## src/rtl/rll_key_loader.sv

```systemverilog
// rll_key_loader: serial key receiver for logic-locked netlists.
// Shifts a KEY_WIDTH-bit key plus one odd-parity bit in over a valid/ready
// handshake, retries on parity failure, and commits the key to the parallel
// key bus atomically. The bus shows either DECOY_KEY or a verified key.
module rll_key_loader #(
    parameter int                   KEY_WIDTH = 32,
    parameter logic [KEY_WIDTH-1:0] DECOY_KEY = '0,
    parameter int                   MAX_RETRY = 2
) (
    input  logic                 i_clk,
    input  logic                 i_rst,
    input  logic                 i_load_req,
    input  logic                 i_zeroize,
    input  logic                 i_s_data,
    input  logic                 i_s_valid,
    output logic                 o_s_ready,
    output logic [KEY_WIDTH-1:0] o_key_out,
    output logic                 o_key_valid,
    output logic                 o_load_err,
    output logic                 o_busy
);

    localparam int CW = $clog2(KEY_WIDTH + 1);
    localparam int RW = (MAX_RETRY > 0) ? $clog2(MAX_RETRY + 1) : 1;
    // Counter value at which the incoming beat is the parity bit
    localparam logic [CW-1:0] PARITY_BEAT = CW'(KEY_WIDTH);
    localparam logic [RW-1:0] RETRY_LIMIT = RW'(MAX_RETRY);

    typedef enum logic [2:0] {
        S_IDLE,
        S_SHIFT,
        S_CHECK,
        S_LOCKED,
        S_ERROR
    } state_t;

    state_t               r_state;
    logic [KEY_WIDTH-1:0] r_shadow;
    logic [CW-1:0]        r_cnt;
    logic                 r_parity;
    logic [RW-1:0]        r_retry;

    logic                 w_beat;
    logic [KEY_WIDTH-1:0] w_shadow_shift;

    // Beat acceptance and LSB-first shadow shift (newest bit enters at the MSB)
    always_comb begin
        w_beat                    = i_s_valid & o_s_ready;
        w_shadow_shift            = r_shadow >> 1;
        w_shadow_shift[KEY_WIDTH-1] = i_s_data;
    end

    // Loader FSM: all outputs are registered alongside the state
    always_ff @(posedge i_clk or posedge i_rst) begin
        if (i_rst) begin
            r_state     <= S_IDLE;
            r_shadow    <= '0;
            r_cnt       <= '0;
            r_parity    <= 1'b0;
            r_retry     <= '0;
            o_s_ready   <= 1'b0;
            o_key_out   <= DECOY_KEY;
            o_key_valid <= 1'b0;
            o_load_err  <= 1'b0;
            o_busy      <= 1'b0;
        end else if (i_zeroize) begin
            // Erase wins over any load, beat or commit; the error flag survives
            r_state     <= S_IDLE;
            r_shadow    <= '0;
            r_cnt       <= '0;
            r_parity    <= 1'b0;
            r_retry     <= '0;
            o_s_ready   <= 1'b0;
            o_key_out   <= DECOY_KEY;
            o_key_valid <= 1'b0;
            o_busy      <= 1'b0;
        end else begin
            case (r_state)
                S_IDLE: begin
                    if (i_load_req) begin
                        r_state   <= S_SHIFT;
                        r_shadow  <= '0;
                        r_cnt     <= '0;
                        r_parity  <= 1'b0;
                        r_retry   <= '0;
                        o_s_ready <= 1'b1;
                        o_busy    <= 1'b1;
                    end
                end
                S_SHIFT: begin
                    if (w_beat) begin
                        r_parity <= r_parity ^ i_s_data;
                        if (r_cnt == PARITY_BEAT) begin
                            // Parity bit does not enter the shadow
                            r_state   <= S_CHECK;
                            o_s_ready <= 1'b0;
                        end else begin
                            r_shadow <= w_shadow_shift;
                            r_cnt    <= r_cnt + 1'b1;
                        end
                    end
                end
                S_CHECK: begin
                    if (r_parity) begin
                        r_state     <= S_LOCKED;
                        o_key_out   <= r_shadow;
                        o_key_valid <= 1'b1;
                        o_busy      <= 1'b0;
                    end else if (r_retry < RETRY_LIMIT) begin
                        r_state   <= S_SHIFT;
                        r_retry   <= r_retry + 1'b1;
                        r_shadow  <= '0;
                        r_cnt     <= '0;
                        r_parity  <= 1'b0;
                        o_s_ready <= 1'b1;
                    end else begin
                        r_state     <= S_ERROR;
                        o_load_err  <= 1'b1;
                        o_key_out   <= DECOY_KEY;
                        o_key_valid <= 1'b0;
                        o_busy      <= 1'b0;
                    end
                end
                S_LOCKED: begin
                    // Write-once: hold the committed key until zeroize or reset
                    r_state <= S_LOCKED;
                end
                S_ERROR: begin
                    r_state     <= S_ERROR;
                    o_key_out   <= DECOY_KEY;
                    o_key_valid <= 1'b0;
                end
                default: begin
                    r_state     <= S_IDLE;
                    o_s_ready   <= 1'b0;
                    o_busy      <= 1'b0;
                    o_key_out   <= DECOY_KEY;
                    o_key_valid <= 1'b0;
                end
            endcase
        end
    end

endmodule

```

## config.mk

```make
export PLATFORM = sky130hd
export DESIGN_NAME = rll_key_loader
export DESIGN_NICKNAME = d
export VERILOG_FILES = /design/src/rtl/rll_key_loader.sv
export SDC_FILE = /design/constraint.sdc
export NUM_CORES = 1
export LEC_CHECK = 0
export BUFFER_PORTS_ARGS = -buffer_cell sky130_fd_sc_hd__buf_2
export CORE_UTILIZATION = 40
export CTS_CLUSTER_DIAMETER = 200
export DETAILED_ROUTE_END_ITERATION = 12
export PLACE_DENSITY = 0.64
export RECOVER_POWER = 50
export SYNTH_ARGS = -nofsm -noshare
export SYNTH_HDL_FRONTEND = slang
export SYNTH_SLANG_ARGS = --single-unit
```

## constraint.sdc

```tcl
create_clock -name i_clk -period 3.4 [get_ports i_clk]
set_input_delay 0.51 -clock i_clk [delete_from_list [all_inputs] [get_ports i_clk]]
set_output_delay 0.51 -clock i_clk [all_outputs]
set_load 0.02 [all_outputs]
```

==> run summary, run 1 <==
layout cells sized above 1: 20.1%
min cycle time layout: 2.25 ns
Sw Ratio: 25.5%
initial antenna violation count: 0
Die X: 92.1 µm
WL final: 6270 µm
sequential area share after synthesis: 61.7%
vias: 2170
P&R area growth vs syn: 12.8%
Avg WL per Cell: 16.0 µm
Placed Area: 3500 µm²
Arr. time, crit path: 2.54 ns
most frequent cells in the layout: dfrtp_1 (80), a22o_1 (66), buf_2 (28)
design area: 3660 µm²
worst setup path endpoint: r_cnt[0]$_DFFE_PP0P_
Fin. Hold Viols: 0
cell count after synthesis: 246
Seq pwr share: 56.5%
worst hold margin: 0.433 ns
Reg-to-Reg End: r_cnt[0]$_DFFE_PP0P_
Setup Buffers After CTS: 0
hold_buf cts: 0
power density over the cells: 465 nW/µm²
Hold Crit Class: input port to register
IO Count: 42
internal cell power: 1.27 mW
DP HPWL: 3940 µm
CP Capture Type: register
Synth Net Count: 254
antenna cells: 0
Slew Limit Fails: 45
yosys warns: 0
Setup crit start kind: register
first-pass GRT wire length: 11000 µm
Total Nets Final: 292
final setup TNS: 0 ns
number of synthesized register bits: 80
clock tree buffer depth: 2
RD Place Congestion: 0.820
post-synthesis cell type count: 39
vias in the first global route: 2170
Leak: 1.79 nW
Post-DRT Antenna Nets: 0
clock skew: 0.0121 ns
GR Overflow Total: 0
failing checks: max-capacitance violations, max-slew violations
clk sinks: 80
WP data required: 3.69 ns
Crit Path Category: register to register
drt drc: 0
drt via density: 5.55
port bufs: 41
CTS Buf Count: 9
DR pass1 iterations: 4
Final Instance Count excl. Fillers: 391
initial core utilization: 41.8%
Synth Cell Area: 3240 µm²
Max-Cap Viols: 1
reg2reg start: r_state[2]$_DFFE_PP0P_
Comb pwr share: 4.5%
Post-CTS Resized: 0
fill count: 738
Rows: 32
Die H: 92.1 µm
clock group share of total power: 39.0%
Worst Setup SP: r_state[2]$_DFFE_PP0P_
dpl cells: 375
core area: 7770 µm²
Reg2Reg Depth: 3
clk_lat worst skew: 0.35 ns
NetSw: 0.433 mW
DIE AREA: 8480 µm²
CTS tree: yes
peak supply drop: 0.214 mV
unrepaired setup endpoints after global routing: no
Worst-Margin Slew: 1.89 ns
Reg clk slew, reported paths: 0.08 ns
clk root buf: clkbuf_8
Max FO, Critical Path: 34
largest net degree at the start of global routing: 45
syn avg cell area: 13.2 µm²
H-Tree Depth: 3
Final setup viols: 0
Worst R2R Setup Slack: 1.15 ns
commonest non-fill, non-tap cell in the layout: dfrtp_1
initial drt markers: 103
Rel. slew slack: -26.9%
GRT Resource Usage Total: 16.8%
status: complete, but fails checks
fin crit share: 66.2%
FMAX: 444 MHz
-- cells in the mapped netlist, drive strengths merged --
| cell | n | area [µm²] |
|---|---|---|
| a311o | 1 | 10.0 |
| or2 | 3 | 18.8 |
| nand2 | 6 | 22.5 |
| nor4b | 1 | 15.0 |
| a2111oi | 1 | 8.76 |
| and2 | 2 | 12.5 |
| nor2 | 6 | 22.5 |
| clkbuf | 1 | 3.75 |
| xor2 | 1 | 8.76 |
| mux2 | 3 | 33.8 |
| o21ai | 8 | 40.0 |
| a211oi | 3 | 27.5 |
| nand2b | 1 | 6.26 |
| a31o | 1 | 8.76 |
| nand3b | 1 | 7.51 |
| nor3 | 4 | 20.0 |
| ha | 2 | 25.0 |
| nor2b | 4 | 27.5 |
| buf | 18 | 115 |
| inv | 4 | 15.0 |
| a21o | 3 | 22.5 |
| or4b | 1 | 10.0 |
| a21oi | 7 | 42.5 |
| and3 | 3 | 18.8 |
| a31oi | 5 | 31.3 |
| dfrtp | 80 | 2000 |
| a41oi | 1 | 8.76 |
| nand3 | 2 | 10.0 |
| a22o | 66 | 578 |
| mux2i | 1 | 10.0 |
| nand4 | 4 | 25.0 |
| or3b | 1 | 8.76 |
| o2bb2ai | 1 | 27.5 |
-- metrics by stage --
stage          power, mW  util [%]  setup slack (ns)
2_1_floorplan       1.04         -             0.838
3_3_place_gp        1.06      45.0              1.07
3_5_place_dp        1.06      45.0              1.02
4_1_cts             1.72      47.5              1.14
5_1_grt             1.78      47.1             0.727
6_report            1.70      47.1              1.15
-- state kept, by name, summed over array words and instances, names as in the netlist --
| name | count |
|---|---|
| o_busy | 1 |
| o_key_out | 32 |
| o_key_valid | 1 |
| o_load_err | 1 |
| o_s_ready | 1 |
| r_cnt | 6 |
| r_parity | 1 |
| r_retry | 2 |
| r_shadow | 32 |
| r_state | 3 |
-- worst min-delay path by stage --
stage	end	depth (start not counted)	startpoint	slack, ns
final	r_shadow[31]$_DFFE_PP0P_	2	i_s_data	0.43
after CTS	o_key_out[19]$_DFFE_PP0P_	2	i_rst	0.27
after detailed placement	o_key_valid$_DFFE_PP0P_	1	o_key_valid$_DFFE_PP0P_	0.46
after global routing	r_shadow[31]$_DFFE_PP0P_	2	i_s_data	0.42
after global placement	o_key_valid$_DFFE_PP0P_	1	o_key_valid$_DFFE_PP0P_	0.46
after floorplan	r_cnt[2]$_DFFE_PP0P_	1	r_cnt[2]$_DFFE_PP0P_	0.47
-- final cells by class --
| cell class | instances | area, µm² | area share [%] |
|---|---|---|---|
| flip-flops and latches | 80 | 2000 | 54.7 |
| multi-input cells | 143 | 1110 | 30.2 |
| repair buffers | 46 | 219 | 5.98 |
| clock buffers | 10 | 138 | 3.76 |
| well taps | 102 | 128 | 3.49 |
| clock inverters | 6 | 51.3 | 1.40 |
| inverters | 4 | 16.3 | 0.444 |
-- power by group through the flow --
stage                     sequential, mW  clock (mW)  combinational [mW]
after floorplan                    0.979           0              0.0642
after global placement             0.980           0              0.0782
after detailed placement           0.980           0              0.0799
after CTS                          0.961       0.684              0.0802
after global routing               0.962       0.729              0.0881
final                              0.961       0.664              0.0769
-- worst max-delay path: stages (launching register included) --
cell	delay (ns)
dfrtp_1	0.51
or4b_1	0.73
o2bb2ai_4	0.67
mux2_2	0.28
-- metal layers --
metal / global-route usage, % / wire length (µm) / vias up
met4: 4.69 / 70 / 0
met2: 24.6 / 2850 / 43
li1: - / - / 1024
met1: 23.7 / 3050 / 1096
met3: 5.80 / 294 / 7
met5: 0 / 0 / -
-- logic make-up (layout without fill, tap and decap cells) --
| group | Yosys count | count (layout) | synth area share (%) |
|---|---|---|---|
| buffers and inverters | 23 | 66 | 4.13 |
| multiplexers | 4 | 4 | 1.35 |
| adder cells (fa/ha/maj) | 2 | 2 | 0.771 |
| AND/OR/NAND/NOR | 39 | 39 | 6.94 |
| flip-flops | 80 | 80 | 61.7 |
| AO/OA/AOI/OAI | 97 | 97 | 24.8 |
| XOR/XNOR | 1 | 1 | 0.270 |
Power figures use the tool's default switching activity.
==> run 2, diff against run 1 <==
==> constraint.sdc (replaced) <==
create_clock -name i_clk -period 2.3 [get_ports i_clk]
set_input_delay 0.345 -clock i_clk [delete_from_list [all_inputs] [get_ports i_clk]]
set_output_delay 0.345 -clock i_clk [all_outputs]
set_load 0.02 [all_outputs]
==> run 2 against run 1 <==
The run now ends clean. Worst hold slack lost 0.21 ns. First-iteration DRC count fell by 41%. Clock power rose by 63%. Sequential share of layout area shrank 0.76 points. Fmax is 13% higher. Global-route usage decreased by 0.10 points. Combinational power increased by 60%. Flip-flop and latch count unchanged. Critical path type unchanged. Largest power group unchanged. Highest routed layer unchanged.
==> run summary, run 2 (synthesis results as in run 1) <==
Post-DRT Antenna Nets: 0
Sw Ratio: 24.0%
Max FO, Critical Path: 34
peak supply drop: 0.376 mV
top flop regs: o_key_out x32, r_shadow x32, r_cnt x6
Arr. time, crit path: 2.22 ns
power density over the cells: 706 nW/µm²
DR pass1 iterations: 5
slowest CP cell: dfrtp_1
RD Place Congestion: 0.828
Reg clk slew, reported paths: 0.09 ns
DP HPWL: 4020 µm
drt drc: 0
commonest non-fill, non-tap cell in the layout: dfrtp_1
core area: 7770 µm²
P&R area growth vs syn: 14.4%
vias in the first global route: 2119
CP Capture Type: register
GR Overflow Total: 0
Setup Buffers After CTS: 0
CP Buf/Inv Count: 1
antenna cells: 0
status: finished, final reports clean
Max-Cap Viols: 0
first-pass GRT wire length: 11000 µm
internal cell power: 1.99 mW
port bufs: 41
slowest cell delay on critical path: 0.57 ns
Rows: 32
fill count: 705
initial antenna violation count: 0
Final Power: 2.62 mW
FMAX: 503 MHz
largest net degree at the start of global routing: 42
initial core utilization: 41.8%
WP data required: 2.53 ns
clock skew: 0.0118 ns
Setup crit start kind: register
Avg WL per Cell: 15.9 µm
Seq pwr share: 54.2%
Fin. Hold Viols: 0
DIE AREA: 8480 µm²
GRT Resource Usage Total: 16.7%
Worst-Margin Slew: 1.19 ns
hold_buf cts: 0
IO Count: 42
Die X: 92.1 µm
H-Tree Depth: 3
CTS Buf Count: 9
clk_lat worst skew: 0.35 ns
most frequent cells in the layout: dfrtp_1 (80), a22o_1 (66), buf_2 (25)
layout cells sized above 1: 20.3%
Total Nets Final: 294
Slew Limit Fails: 0
Post-CTS Resized: 0
WL final: 6270 µm
CTS tree: yes
clk root buf: clkbuf_8
Comb pwr share: 4.7%
Final setup viols: 0
NetSw: 0.630 mW
drt via density: 5.42
Leak: 1.81 nW
Rel. slew slack: 20.5%
unrepaired setup endpoints after global routing: no
CP cell instances: nor2b_2, nand3b_1, o2bb2ai_4, buf_12, mux2_2
min cycle time layout: 1.99 ns
initial drt markers: 61
vias: 2131
family with the most delay on the worst path: simple AND/OR/NAND/NOR gates
final setup TNS: 0 ns
clock group share of total power: 41.1%
fin crit share: 86.4%
clk sinks: 80
Die H: 92.1 µm
clock tree buffer depth: 2
Hold Crit Class: input port to async pin
Crit Path Category: register to register
==> run 2: per-layer routing <==
layer | up-vias | GRT usage (%) | part of all wire, % | routed length (µm)
li1 | 1023 | - | - | -
met1 | 1046 | 24.1 | 52 | 3240
met2 | 53 | 23.9 | 43 | 2670
met3 | 9 | 5.39 | 4.2 | 266
met4 | 0 | 4.95 | 1.4 | 87
met5 | - | 0 | 0 | 0
==> run 2: power groups by stage <==
stage / Sequential (mW) / Clock, mW / Combinational, mW
3_3_place_gp: 1.45 / 0 / 0.129
6_report: 1.42 / 1.08 / 0.123
5_1_grt: 1.42 / 1.18 / 0.138
3_5_place_dp: 1.45 / 0 / 0.131
2_1_floorplan: 1.45 / 0 / 0.0952
4_1_cts: 1.42 / 1.11 / 0.131
==> run 2: final timing paths <==
| path | endpoint | start | slack, ns | cells after the start |
|---|---|---|---|---|
| worst min register to register | o_key_valid$_DFFE_PP0P_ | o_key_valid$_DFFE_PP0P_ | 0.48 | 1 |
| max in group asynchronous | r_retry[0]$_DFFE_PP0P_ | i_rst | 0.57 | 3 |
| worst min-delay path | o_key_out[25]$_DFFE_PP0P_ | i_rst | 0.22 | 2 |
| min in group i_clk | r_shadow[31]$_DFFE_PP0P_ | i_s_data | 0.27 | 2 |
| worst max-delay path | r_cnt[0]$_DFFE_PP0P_ | r_state[1]$_DFFE_PP0P_ | 0.31 | 5 |
| worst max register to register | r_cnt[0]$_DFFE_PP0P_ | r_state[1]$_DFFE_PP0P_ | 0.31 | 5 |
==> run 2: final cells by class <==
| class | count | area (µm²) | share of cell area [%] |
|---|---|---|---|
| Sequential cell | 80 | 2000 | 53.9 |
| Multi-Input combinational cell | 143 | 1110 | 29.9 |
| Timing Repair Buffer | 48 | 244 | 6.57 |
| Clock buffer | 10 | 138 | 3.71 |
| Tap cell | 102 | 128 | 3.44 |
| Clock inverter | 6 | 75.1 | 2.02 |
| Inverter | 4 | 16.3 | 0.438 |
==> run 2: through the flow <==
step	instances	area (µm²)	util (%)	setup WS, ns	hold slack [ns]
4_1_cts	393	3750	48.3	0.310	0.0630
3_3_place_gp	377	3540	45.6	0.352	0.455
2_1_floorplan	246	3250	-	0.649	0.466
3_5_place_dp	377	3540	45.6	0.323	0.452
5_1_grt	393	3710	47.8	0.175	0.265
6_report	393	3710	47.8	0.313	0.221
